--- src/rtl/rv_pkg.sv ---
// Shared RV32IM pipeline definitions: opcodes, ALUOp/funct3 encodings,
// forwarding selects and the multiply/divide FSM state type.
`default_nettype none

package rv_pkg;

   localparam logic [6:0] OP_LUI    = 7'b0110111;
   localparam logic [6:0] OP_AUIPC  = 7'b0010111;
   localparam logic [6:0] OP_JAL    = 7'b1101111;
   localparam logic [6:0] OP_JALR   = 7'b1100111;
   localparam logic [6:0] OP_BRANCH = 7'b1100011;
   localparam logic [6:0] OP_LOAD   = 7'b0000011;
   localparam logic [6:0] OP_STORE  = 7'b0100011;
   localparam logic [6:0] OP_IMM    = 7'b0010011;
   localparam logic [6:0] OP_REG    = 7'b0110011;

   localparam logic [1:0] ALUOP_ADD    = 2'b00;
   localparam logic [1:0] ALUOP_BRANCH = 2'b01;
   localparam logic [1:0] ALUOP_RTYPE  = 2'b10;
   localparam logic [1:0] ALUOP_ITYPE  = 2'b11;

   localparam logic [2:0] F3_ADD  = 3'b000;
   localparam logic [2:0] F3_SLL  = 3'b001;
   localparam logic [2:0] F3_SLT  = 3'b010;
   localparam logic [2:0] F3_SLTU = 3'b011;
   localparam logic [2:0] F3_XOR  = 3'b100;
   localparam logic [2:0] F3_SR   = 3'b101;
   localparam logic [2:0] F3_OR   = 3'b110;
   localparam logic [2:0] F3_AND  = 3'b111;

   localparam logic [2:0] F3_BEQ  = 3'b000;
   localparam logic [2:0] F3_BNE  = 3'b001;
   localparam logic [2:0] F3_BLT  = 3'b100;
   localparam logic [2:0] F3_BGE  = 3'b101;
   localparam logic [2:0] F3_BLTU = 3'b110;
   localparam logic [2:0] F3_BGEU = 3'b111;

   localparam logic [2:0] F3_MUL    = 3'b000;
   localparam logic [2:0] F3_MULH   = 3'b001;
   localparam logic [2:0] F3_MULHSU = 3'b010;
   localparam logic [2:0] F3_MULHU  = 3'b011;
   localparam logic [2:0] F3_DIV    = 3'b100;
   localparam logic [2:0] F3_DIVU   = 3'b101;
   localparam logic [2:0] F3_REM    = 3'b110;
   localparam logic [2:0] F3_REMU   = 3'b111;

   localparam logic [6:0] F7_MDU = 7'b0000001;

   localparam logic [1:0] FWD_RF  = 2'b00;
   localparam logic [1:0] FWD_MEM = 2'b01;
   localparam logic [1:0] FWD_WB  = 2'b10;

   typedef enum logic [1:0] {
      IDLE = 2'd0,
      RUN  = 2'd1,
      DONE = 2'd2
   } mdu_state_e;

   // The reserved select value falls back to the register file.
   function automatic logic [31:0] fwd_mux(input logic [1:0]  sel,
                                           input logic [31:0] rf,
                                           input logic [31:0] mem,
                                           input logic [31:0] wb);
      case (sel)
         FWD_MEM: fwd_mux = mem;
         FWD_WB:  fwd_mux = wb;
         default: fwd_mux = rf;
      endcase
   endfunction

endpackage

`default_nettype wire

--- src/rtl/mdu_iter.sv ---
// Iterative RV32M unit: radix-2 shift-add multiplier and restoring divider
// on unsigned magnitudes, with sign fix-up applied when the result is read.
`default_nettype none

module mdu_iter
   import rv_pkg::*;
(
   input  logic        clk,
   input  logic        rst_n,
   input  logic        start_i,
   input  logic [31:0] op_a_i,
   input  logic [31:0] op_b_i,
   input  logic [2:0]  funct3_i,
   output logic        busy_o,
   output logic        done_o,
   output logic [31:0] result_o
);

   mdu_state_e  state_q, state_d;
   logic [5:0]  cnt_q, cnt_d;
   logic [63:0] acc_q, acc_d;
   logic [31:0] dvs_q, dvs_d;
   logic [2:0]  f3_q, f3_d;
   logic        neg_q, neg_d;
   logic        nega_q, nega_d;
   logic        divz_q, divz_d;

   logic        a_signed, b_signed, a_neg, b_neg;
   logic [31:0] mag_a, mag_b;
   logic [32:0] mul_sum, div_sh, div_diff;
   logic [63:0] prod;
   logic [31:0] quot, rem;

   always_comb begin
      if (funct3_i[2]) begin
         a_signed = ~funct3_i[0];
         b_signed = ~funct3_i[0];
      end else begin
         a_signed = (funct3_i == F3_MULH) || (funct3_i == F3_MULHSU);
         b_signed = (funct3_i == F3_MULH);
      end
      a_neg = a_signed & op_a_i[31];
      b_neg = b_signed & op_b_i[31];
      mag_a = a_neg ? (32'd0 - op_a_i) : op_a_i;
      mag_b = b_neg ? (32'd0 - op_b_i) : op_b_i;
   end

   // acc_q holds {partial product, multiplier} or {remainder, quotient}.
   assign mul_sum  = {1'b0, acc_q[63:32]} + (acc_q[0] ? {1'b0, dvs_q} : 33'd0);
   assign div_sh   = acc_q[63:31];
   assign div_diff = div_sh - {1'b0, dvs_q};

   always_ff @(posedge clk or negedge rst_n) begin
      if (!rst_n) begin
         state_q <= IDLE;
         cnt_q   <= 6'd0;
         acc_q   <= 64'd0;
         dvs_q   <= 32'd0;
         f3_q    <= 3'd0;
         neg_q   <= 1'b0;
         nega_q  <= 1'b0;
         divz_q  <= 1'b0;
      end else begin
         state_q <= state_d;
         cnt_q   <= cnt_d;
         acc_q   <= acc_d;
         dvs_q   <= dvs_d;
         f3_q    <= f3_d;
         neg_q   <= neg_d;
         nega_q  <= nega_d;
         divz_q  <= divz_d;
      end
   end

   always_comb begin
      state_d = state_q;
      cnt_d   = cnt_q;
      acc_d   = acc_q;
      dvs_d   = dvs_q;
      f3_d    = f3_q;
      neg_d   = neg_q;
      nega_d  = nega_q;
      divz_d  = divz_q;
      busy_o  = 1'b0;
      done_o  = 1'b0;
      case (state_q)
         IDLE: begin
            if (start_i) begin
               busy_o  = 1'b1;
               state_d = RUN;
               cnt_d   = 6'd32;
               acc_d   = {32'd0, mag_a};
               dvs_d   = mag_b;
               f3_d    = funct3_i;
               neg_d   = a_neg ^ b_neg;
               nega_d  = a_neg;
               divz_d  = (op_b_i == 32'd0);
            end
         end
         RUN: begin
            busy_o = 1'b1;
            cnt_d  = cnt_q - 6'd1;
            if (f3_q[2]) begin
               if (!div_diff[32])
                  acc_d = {div_diff[31:0], acc_q[30:0], 1'b1};
               else
                  acc_d = {div_sh[31:0], acc_q[30:0], 1'b0};
            end else begin
               acc_d = {mul_sum, acc_q[31:1]};
            end
            if (cnt_q == 6'd1)
               state_d = DONE;
         end
         DONE: begin
            done_o  = 1'b1;
            state_d = IDLE;
         end
         default: state_d = IDLE;
      endcase
   end

   // Divide-by-zero yields all-ones quotient; the remainder path already
   // equals the dividend because every trial subtraction succeeds.
   always_comb begin
      prod     = neg_q ? (64'd0 - acc_q) : acc_q;
      quot     = divz_q ? 32'hFFFF_FFFF : (neg_q ? (32'd0 - acc_q[31:0]) : acc_q[31:0]);
      rem      = nega_q ? (32'd0 - acc_q[63:32]) : acc_q[63:32];
      if (f3_q[2])
         result_o = f3_q[1] ? rem : quot;
      else
         result_o = (f3_q == F3_MUL) ? prod[31:0] : prod[63:32];
   end

endmodule

`default_nettype wire

--- src/rtl/ex_stage.sv ---
// RV32IM execute stage: operand forwarding, ALU, branch/jump resolution,
// iterative multiply/divide and the EX/MEM pipeline register.
`default_nettype none

module ex_stage
   import rv_pkg::*;
#(
   parameter bit          MDU_EN       = 1'b1,
   parameter logic [31:0] RESET_PC_OUT = 32'h0
)(
   input  logic        clk,
   input  logic        rst_n,
   input  logic [31:0] pc_in,
   input  logic [31:0] instruction_in,
   input  logic [31:0] reg1_in,
   input  logic [31:0] reg2_in,
   input  logic [31:0] imm_in,
   input  logic        RegWrite_in,
   input  logic        MemToReg_in,
   input  logic        MemRead_in,
   input  logic        MemWrite_in,
   input  logic        ALUSrc_in,
   input  logic        Branch_in,
   input  logic        Jump_in,
   input  logic [1:0]  ALUOp_in,
   input  logic [1:0]  fwd_a_sel,
   input  logic [1:0]  fwd_b_sel,
   input  logic [31:0] mem_fwd_data,
   input  logic [31:0] wb_fwd_data,
   output logic        ex_busy,
   output logic        redirect,
   output logic [31:0] redirect_pc,
   output logic [31:0] pc_out,
   output logic [31:0] alu_result_out,
   output logic [31:0] store_data_out,
   output logic [4:0]  rd_out,
   output logic [2:0]  funct3_out,
   output logic        RegWrite_out,
   output logic        MemToReg_out,
   output logic        MemRead_out,
   output logic        MemWrite_out
);

   logic [6:0]  opcode;
   logic [2:0]  funct3;
   logic [6:0]  funct7;
   logic [31:0] rs1_fwd, rs2_fwd, op_a, op_b;
   logic [4:0]  shamt;
   logic [31:0] alu_res, ex_result;
   logic        br_taken;
   logic        mdu_busy, mdu_done;
   logic [31:0] mdu_result;
   logic        unused_bits;

   logic [31:0] pc_q, alu_q, store_q;
   logic [4:0]  rd_q;
   logic [2:0]  funct3_q;
   logic        regwrite_q, memtoreg_q, memread_q, memwrite_q;

   assign opcode      = instruction_in[6:0];
   assign funct3      = instruction_in[14:12];
   assign funct7      = instruction_in[31:25];
   assign unused_bits = ^{instruction_in[24:15], funct7};

   assign rs1_fwd = fwd_mux(fwd_a_sel, reg1_in, mem_fwd_data, wb_fwd_data);
   assign rs2_fwd = fwd_mux(fwd_b_sel, reg2_in, mem_fwd_data, wb_fwd_data);

   always_comb begin
      op_a = rs1_fwd;
      if (ALUOp_in == ALUOP_ADD) begin
         if (opcode == OP_AUIPC)
            op_a = pc_in;
         else if (opcode == OP_LUI)
            op_a = 32'd0;
      end
   end

   assign op_b  = ALUSrc_in ? imm_in : rs2_fwd;
   assign shamt = op_b[4:0];

   always_comb begin
      alu_res = op_a + op_b;
      if ((ALUOp_in == ALUOP_RTYPE) || (ALUOp_in == ALUOP_ITYPE)) begin
         case (funct3)
            F3_ADD:  alu_res = (ALUOp_in == ALUOP_RTYPE && funct7[5]) ? (op_a - op_b)
                                                                      : (op_a + op_b);
            F3_SLL:  alu_res = op_a << shamt;
            F3_SLT:  alu_res = {31'd0, $signed(op_a) < $signed(op_b)};
            F3_SLTU: alu_res = {31'd0, op_a < op_b};
            F3_XOR:  alu_res = op_a ^ op_b;
            F3_SR:   alu_res = funct7[5] ? $unsigned($signed(op_a) >>> shamt)
                                         : (op_a >> shamt);
            F3_OR:   alu_res = op_a | op_b;
            default: alu_res = op_a & op_b;
         endcase
      end
   end

   always_comb begin
      case (funct3)
         F3_BEQ:  br_taken = (rs1_fwd == rs2_fwd);
         F3_BNE:  br_taken = (rs1_fwd != rs2_fwd);
         F3_BLT:  br_taken = $signed(rs1_fwd) < $signed(rs2_fwd);
         F3_BGE:  br_taken = $signed(rs1_fwd) >= $signed(rs2_fwd);
         F3_BLTU: br_taken = rs1_fwd < rs2_fwd;
         F3_BGEU: br_taken = rs1_fwd >= rs2_fwd;
         default: br_taken = 1'b0;
      endcase
   end

   // Bit 3 of the opcode separates JAL (1101111) from JALR (1100111).
   always_comb begin
      redirect_pc = pc_in + imm_in;
      if (Jump_in && !opcode[3])
         redirect_pc = (op_a + imm_in) & ~32'd1;
   end

   assign redirect = ~ex_busy & (Jump_in | (Branch_in & br_taken));

   generate
      if (MDU_EN) begin : g_mdu
         logic is_mdu;
         assign is_mdu = (ALUOp_in == ALUOP_RTYPE) && (funct7 == F7_MDU);

         // Gating with rst_n keeps ex_busy low while reset is held.
         mdu_iter u_mdu (
            .clk      (clk),
            .rst_n    (rst_n),
            .start_i  (is_mdu & rst_n),
            .op_a_i   (op_a),
            .op_b_i   (op_b),
            .funct3_i (funct3),
            .busy_o   (mdu_busy),
            .done_o   (mdu_done),
            .result_o (mdu_result)
         );
      end else begin : g_no_mdu
         assign mdu_busy   = 1'b0;
         assign mdu_done   = 1'b0;
         assign mdu_result = 32'd0;
      end
   endgenerate

   assign ex_busy   = mdu_busy;
   assign ex_result = Jump_in ? (pc_in + 32'd4) : (mdu_done ? mdu_result : alu_res);

   // While the MDU is busy the EX/MEM register receives a bubble.
   always_ff @(posedge clk or negedge rst_n) begin
      if (!rst_n) begin
         pc_q       <= RESET_PC_OUT;
         alu_q      <= 32'd0;
         store_q    <= 32'd0;
         rd_q       <= 5'd0;
         funct3_q   <= 3'd0;
         regwrite_q <= 1'b0;
         memtoreg_q <= 1'b0;
         memread_q  <= 1'b0;
         memwrite_q <= 1'b0;
      end else if (ex_busy) begin
         regwrite_q <= 1'b0;
         memtoreg_q <= 1'b0;
         memread_q  <= 1'b0;
         memwrite_q <= 1'b0;
      end else begin
         pc_q       <= pc_in;
         alu_q      <= ex_result;
         store_q    <= rs2_fwd;
         rd_q       <= instruction_in[11:7];
         funct3_q   <= funct3;
         regwrite_q <= RegWrite_in & ~Branch_in;
         memtoreg_q <= MemToReg_in;
         memread_q  <= MemRead_in;
         memwrite_q <= MemWrite_in;
      end
   end

   assign pc_out         = pc_q;
   assign alu_result_out = alu_q;
   assign store_data_out = store_q;
   assign rd_out         = rd_q;
   assign funct3_out     = funct3_q;
   assign RegWrite_out   = regwrite_q;
   assign MemToReg_out   = memtoreg_q;
   assign MemRead_out    = memread_q;
   assign MemWrite_out   = memwrite_q;

endmodule

`default_nettype wire
--- config.mk ---
export PLATFORM = sky130hd
export DESIGN_NAME = ex_stage
export DESIGN_NICKNAME = d
export VERILOG_FILES = /design/src/rtl/rv_pkg.sv /design/src/rtl/mdu_iter.sv /design/src/rtl/ex_stage.sv
export SDC_FILE = /design/constraint.sdc
export NUM_CORES = 2
export LEC_CHECK = 0
export BUFFER_PORTS_ARGS = -buffer_cell sky130_fd_sc_hd__buf_4
export CORE_MARGIN = 2
export CORE_UTILIZATION = 45
export CTS_CLUSTER_DIAMETER = 50
export CTS_CLUSTER_SIZE = 24
export DETAILED_ROUTE_END_ITERATION = 6
export HOLD_SLACK_MARGIN = 0.06
export PLACE_DENSITY = 0.71
export SLEW_MARGIN = 25
export SYNTH_ARGS = -nofsm -noshare
export SYNTH_HDL_FRONTEND = slang
export SYNTH_SLANG_ARGS = --single-unit
--- constraint.sdc ---
create_clock -name clk -period 8.4 [get_ports clk]
set_input_delay 1.26 -clock clk [delete_from_list [all_inputs] [get_ports clk]]
set_output_delay 1.26 -clock clk [all_outputs]
set_load 0.02 [all_outputs]
Yosys cells after proc, flatten, opt, wreduce, memory -nomap -nowiden
Index checks and enable logic that the tools add are counted.
{"block": "classes", "add_sub_neg": 13, "magnitude_cmp": 6, "eq_ne": 23, "shifts": 3, "n_mux": 42, "bitwise": 14, "n_reduce_logical": 15}
{"operator": "two-way mux 32 bit", "n": 19}
{"operator": "two-way mux 64 bit", "n": 4}
{"operator": "one-hot mux 32 bit (7 select lines)", "n": 1}
{"operator": "less-than comparator 32 bit", "n": 4}
{"operator": "one-hot mux 32 bit (2 select lines)", "n": 2}
{"operator": "one-hot mux 64 bit (2 select lines)", "n": 1}
{"operator": "subtractor 1 x 32 -> 32 bit (first input constant)", "n": 4}
{"operator": "adder 32 bit", "n": 3}
{"operator": "greater-or-equal comparator 32 bit", "n": 2}
{"operator": "subtractor 1 x 64 -> 64 bit (first input constant)", "n": 1}
{"operator": "adder 32 x 33 -> 33 bit", "n": 1}
{"operator": "subtractor 33 x 32 -> 33 bit", "n": 1}
{"operator": "adder 32 x 3 -> 32 bit (second input constant)", "n": 1}
{"operator": "bitwise AND 32 bit", "n": 1}
{"operator": "equality test 32 bit", "n": 1}
{"operator": "zero test 32 bit", "n": 1}
{"operator": "!= test 32 bit", "n": 1}
{"operator": "bitwise OR 32 bit", "n": 1}
{"operator": "<< shifter 32 x 5 -> 32 bit", "n": 1}
{"operator": "right shift 32 x 5 -> 32 bit", "n": 1}
{"operator": ">>> shifter 32 x 5 -> 32 bit", "n": 1}
{"operator": "subtractor 32 bit", "n": 1}
{"operator": "XOR 32 bit", "n": 1}
{"operator": "equality test 3 bit (second input constant)", "n": 4}
{"operator": "other kinds (28)", "n": 58}
{"block": "word_totals", "regBits": 218, "output_inout_bits": 142, "wordCells": 133}

Depth between registers and ports, before layout
{"block": "depth", "word_depth": 11, "depth_mapped": 23, "mapped_depth_nobuf": 20}

Hierarchy
From an unflattened synthesis, not the netlist that was laid out.
{"block": "unflattened", "cells_unflattened": 4619, "area_unflattened_um2": 33228.1}
{"module": "ex_stage", "instances": 1, "cells_per_inst": 2837, "area_per_inst_um2": 20297.0}
{"module": "mdu_iter", "instances": 1, "cells_per_inst": 1782, "area_per_inst_um2": 12931.2}

Least setup slack after synthesis
No wires, ideal clock.
{"block": "synth_path", "path_type": "input -> output", "startpoint": "input fwd_a_sel[0]", "endpoint": "output redirect_pc[30]", "t_arrival_ps": 5483, "required_time_ps": 7140, "setup_slack_ps": 1657, "cell_stages": 18, "cell_sequence": "inv_1 > ha_1 > buf_2 > clkbuf_1 > o21ai_0 > a21oi_1 > inv_1 > ha_1 > a21o_1 > a2111oi_0 > o2111ai_1 > o2111ai_1 > o21ai_0 > o21a_1 > a221oi_1 > a21oi_1 > or4_1 > o2111ai_1"}
{"block": "synth_between", "elab_chain_len": 7, "elab_cells_between_ends": 8, "cone_classes": "1 x add/sub; 2 x eq/ne; 5 x mux"}
{"item": "from (decl)", "line": "ex_stage.sv:26", "rtl": "input logic [1:0] fwd_a_sel,"}
{"item": "equality test 2 bit or equality test 2 x 1 -> 1 bit (tied branches)", "line": "rv_pkg.sv:64", "rtl": "case (sel)"}
{"item": "one-hot mux 32 bit (2 select lines) *", "line": "rv_pkg.sv:64"}
{"item": "two-way mux 32 bit", "line": "ex_stage.sv:73", "rtl": "else if (opcode == OP_LUI)"}
{"item": "two-way mux 32 bit", "line": "ex_stage.sv:71", "rtl": "if (opcode == OP_AUIPC)"}
{"item": "two-way mux 32 bit *", "line": "ex_stage.sv:70", "rtl": "if (ALUOp_in == ALUOP_ADD) begin"}
{"item": "adder 32 bit *", "line": "ex_stage.sv:115", "rtl": "redirect_pc = (op_a + imm_in) & ~32'd1;"}
{"item": "two-way mux 32 bit *", "line": "ex_stage.sv:114", "rtl": "if (Jump_in && !opcode[3])"}
{"item": "to (decl)", "line": "ex_stage.sv:32", "rtl": "output logic [31:0] redirect_pc,"}
Every way passes the cells marked *; elsewhere a longest branch is shown, timed or not.

Worst setup path after layout
Same ends and word-level chain as after synthesis.

==> flow_summary.toml <==
[global_route]
grt_antenna_before_repair = 11
grt_use_total_pct = 45.7
grt_pass1_wl_um = 249000
globalRoute.totalOverflow = 0
grt_max_degree = 88
first_global_vias = 35400

[worst_hold_path]
hold_path.class = "flip-flop to flip-flop"
hold_end = "store_data_out[12]"
min_from = "store_data_out[12]"
min_path_cells = 2

[cts]
clk_latency_ns = 0.58
ctsResizeCount = 0
cts_setup_buffers = 0
cts_sinks = 218
numCtsBuffers = 37
max-clock-path-buffers = 3
cts-root-buf = "clkbuf_16"
h-tree-depth = 2
clk_pin_slew_worst_paths_ns = 0.04
cts_tree = "yes"
ctsHoldBuffers = 0

[synthesis]
synthAdderAreaFrac_pct = 10.6
synth_edf_count = 0
synth_xor_area_share_pct = 8.60
syn_inst = 4514
netlist_area_um2 = 32500
muxShareOfSynthArea_pct = 5.65
synthSimpleGateAreaFrac_pct = 20.4
synth_top_area_cell = "dfrtp_1"
synth_top_area_share_pct = 16.8
synth_ff_type = "dfrtp_1"
synth_seq_cells = 218
synth_top_family_by_area = "compound AO/OA/AOI/OAI gates"
synth_compound_area_share_pct = 32.0
syn_nets = 5024
synthTopCellsByArea = "dfrtp_1 17%, ha_1 10%, o21ai_0 7.0%"
avgSynthCellArea_um2 = 7.20
yosysSeqAreaShare_pct = 16.8
async_flop_share_pct = 100
ys_types = 98
synth_warnings = 0

[critical_path]
slowest_stage = "a2111oi_0"
cp.arrival_ns = 6.49
crit_type = "input pin to output pin"
r2r-end = "g_mdu.u_mdu.acc_q[62]"
critPathRequiredTime_ns = 7.14
crit_fanout = 11
max_stage_delay_ns = 0.75
start_kind = "input pin"
path_buf_inv = 5
end_kind = "output pin"
r2r-start = "g_mdu.u_mdu.acc_q[0]"
critPathTopFamily = "compound AO/OA/AOI/OAI gates"
path_cells = "buf_4 -> inv_1 -> ha_1 -> a22oi_1 -> o21ai_0 -> a21oi_1 -> buf_4 -> inv_1 -> ha_1 -> a21o_1 -> a2111oi_0 -> o2111ai_1 -> o2111ai_1 -> o21ai_0 -> o21a_1 -> a221oi_1 -> a21oi_1 -> or4_1 -> o2111ai_1 -> buf_4"
reg2reg_depth = 15
rrSetupSlack_ns = 3.26

[finish]
fin_area_um2 = 37600
fin_nets = 5249
syn_to_final_growth_pct = 15.6
drive_above_1_share_pct = 14.1

[die]
die_area_um2 = 74400
ios = 381
core_area_um2 = 71500
die_w_um = 273
num_rows = 98
die_y_um = 273
initial_utilization_pct = 45.5

[sta]
tightest_slew_ns = 1.17
fmax_ghz = 0.129
finalHoldViolCount = 0
fin_worst_skew_ns = 0.0300
fin_crit_sh_pct = 92.3
final-setup-viol-count = 0
rsz0062_at_grt = "no"
drv_slew = 0
tns_ns = 0
min_period_ns = 7.75
slew_headroom_pct = 22.1

[detailed_routing]
wl_per_cell_um = 31.0
via_per_inst = 6.84
vias = 39100
drc = 0
drt_iter0_drc = 6343
ant_nets = 0
wl_um = 177000
drtPass1Iterations = 7

[power]
power_density_nw_per_um2 = 264
p_leak_nw = 16.2
ir_worst_vdd_mv = 0.458

[placement]
finalWeightedCongestion = 1.12
portBuffers = 370
place_area_um2 = 36300
dp_hpwl_um = 141000

[flow_run]
max_cap_viol_count = 0

[outcome]
status = "complete, no violations"
-- where the power goes --
part	total [mW]	internal [mW]	switching, mW
Clock	1.56	0.905	0.650
Combinational	6.38	2.30	4.08
Sequential	1.97	1.42	0.545
Total	9.90	4.63	5.28
-- worst min-delay path, delay by kind of cell (launching register included) --
kind	cells	cell delay, ns
flip-flops	1	0.34
AND/OR/NAND/NOR	1	0.05
AO/OA/AOI/OAI	1	0.06
-- area by class of cell --
cell class              count  area, um^2
multi-input cells        3796       25200
flip-flops and latches    218        5460
diodes                      5        12.5
inverters                 192         723
clock inverters            23         233
repair buffers            494        3740
well taps                 950        1190
clock buffers              42         996
fillers                  7107       33900
-- layer usage --
metal  part of all wire (%)  track usage [%]  vias up
li1                       -                -    17000
met1                     40             62.3    18500
met2                     39             63.6     2954
met3                     14             15.1      600
met4                    6.3             23.3       10
met5                  0.067            0.642        -
-- synthesized netlist by cell type (35+ instances only) --
cell type	count
o21a_1	49
o31ai_1	43
nor3_1	104
a21o_1	84
o21ai_0	457
xor2_1	129
a21oi_1	344
ha_1	265
inv_1	182
or3_1	35
a31oi_1	48
a221oi_1	43
nand2_1	494
o22ai_1	44
clkbuf_1	245
nand3_1	85
o211ai_1	44
xnor2_1	190
a221o_1	35
nor2_1	393
a22oi_1	78
a211oi_1	104
nand4_1	41
nor2b_1	67
dfrtp_1	218
mux2i_1	144
nand2b_1	35
-- flip-flops by register name (all words and copies together) (netlist names), 2 cells and up --
name	count
g_mdu.u_mdu.cnt_q	6
funct3_out	3
pc_out	32
g_mdu.u_mdu.dvs_q	32
g_mdu.u_mdu.acc_q	64
alu_result_out	32
g_mdu.u_mdu.state_q	2
g_mdu.u_mdu.f3_q	3
rd_out	5
store_data_out	32
-- layout by cell type (no fill, tap or decap), types with 38 or more instances in the layout --
| cell type | instances |
|---|---|
| nand2_1 | 493 |
| buf_4 | 492 |
| o21ai_0 | 455 |
| nor2_1 | 388 |
| a21oi_1 | 344 |
| ha_1 | 265 |
| dfrtp_1 | 216 |
| xnor2_1 | 189 |
| inv_1 | 181 |
| mux2i_1 | 144 |
| xor2_1 | 129 |
| a211oi_1 | 104 |
| nor3_1 | 102 |
| a21o_1 | 84 |
| nand3_1 | 83 |
| a22oi_1 | 78 |
| nor2b_1 | 66 |
| o21a_1 | 49 |
| a31oi_1 | 48 |
| o211ai_1 | 44 |
| o22ai_1 | 44 |
| a221oi_1 | 43 |
| nand4_1 | 41 |
| o31ai_1 | 41 |
| clkbuf_16 | 38 |
-- cell families (layout without fill, tap and decap cells) --
kind of cell | Yosys count | count (layout)
DFF | 218 | 218
AOI/OAI and AO/OA | 1612 | 1612
xor gates and xnor gates | 319 | 319
and+or+nand+nor | 1417 | 1417
buffers and inverters | 500 | 751
other | 0 | 5
adders and majority gates | 271 | 271
muxes | 177 | 177
-- per-stage QoR --
step	worst slack [ns]	power [mW]	hold slack [ns]	cells	util (%)
finish	0.647	9.90	0.479	5720	52.5
global route	0.234	10.3	0.497	5715	52.5
CTS	0.788	9.64	0.481	5714	52.5
detailed placement	0.800	8.06	0.468	5649	50.8
global placement	0.809	8.00	0.461	5649	50.8
floorplan	1.66	5.74	0.446	4514	-
-- worst max path at each step --
| stage | slack, ns | end | from | cells past startpoint |
|---|---|---|---|---|
| after floorplan | 1.66 | redirect_pc[30] | fwd_a_sel[0] | 18 |
| after detailed placement | 0.80 | redirect_pc[30] | fwd_a_sel[0] | 20 |
| final | 0.65 | redirect_pc[30] | fwd_a_sel[0] | 20 |
| after global placement | 0.81 | redirect_pc[30] | fwd_a_sel[0] | 20 |
| after global routing | 0.23 | redirect_pc[30] | fwd_a_sel[0] | 20 |
| after CTS | 0.79 | redirect_pc[30] | fwd_a_sel[0] | 19 |
(Power assumes the default switching activity.)
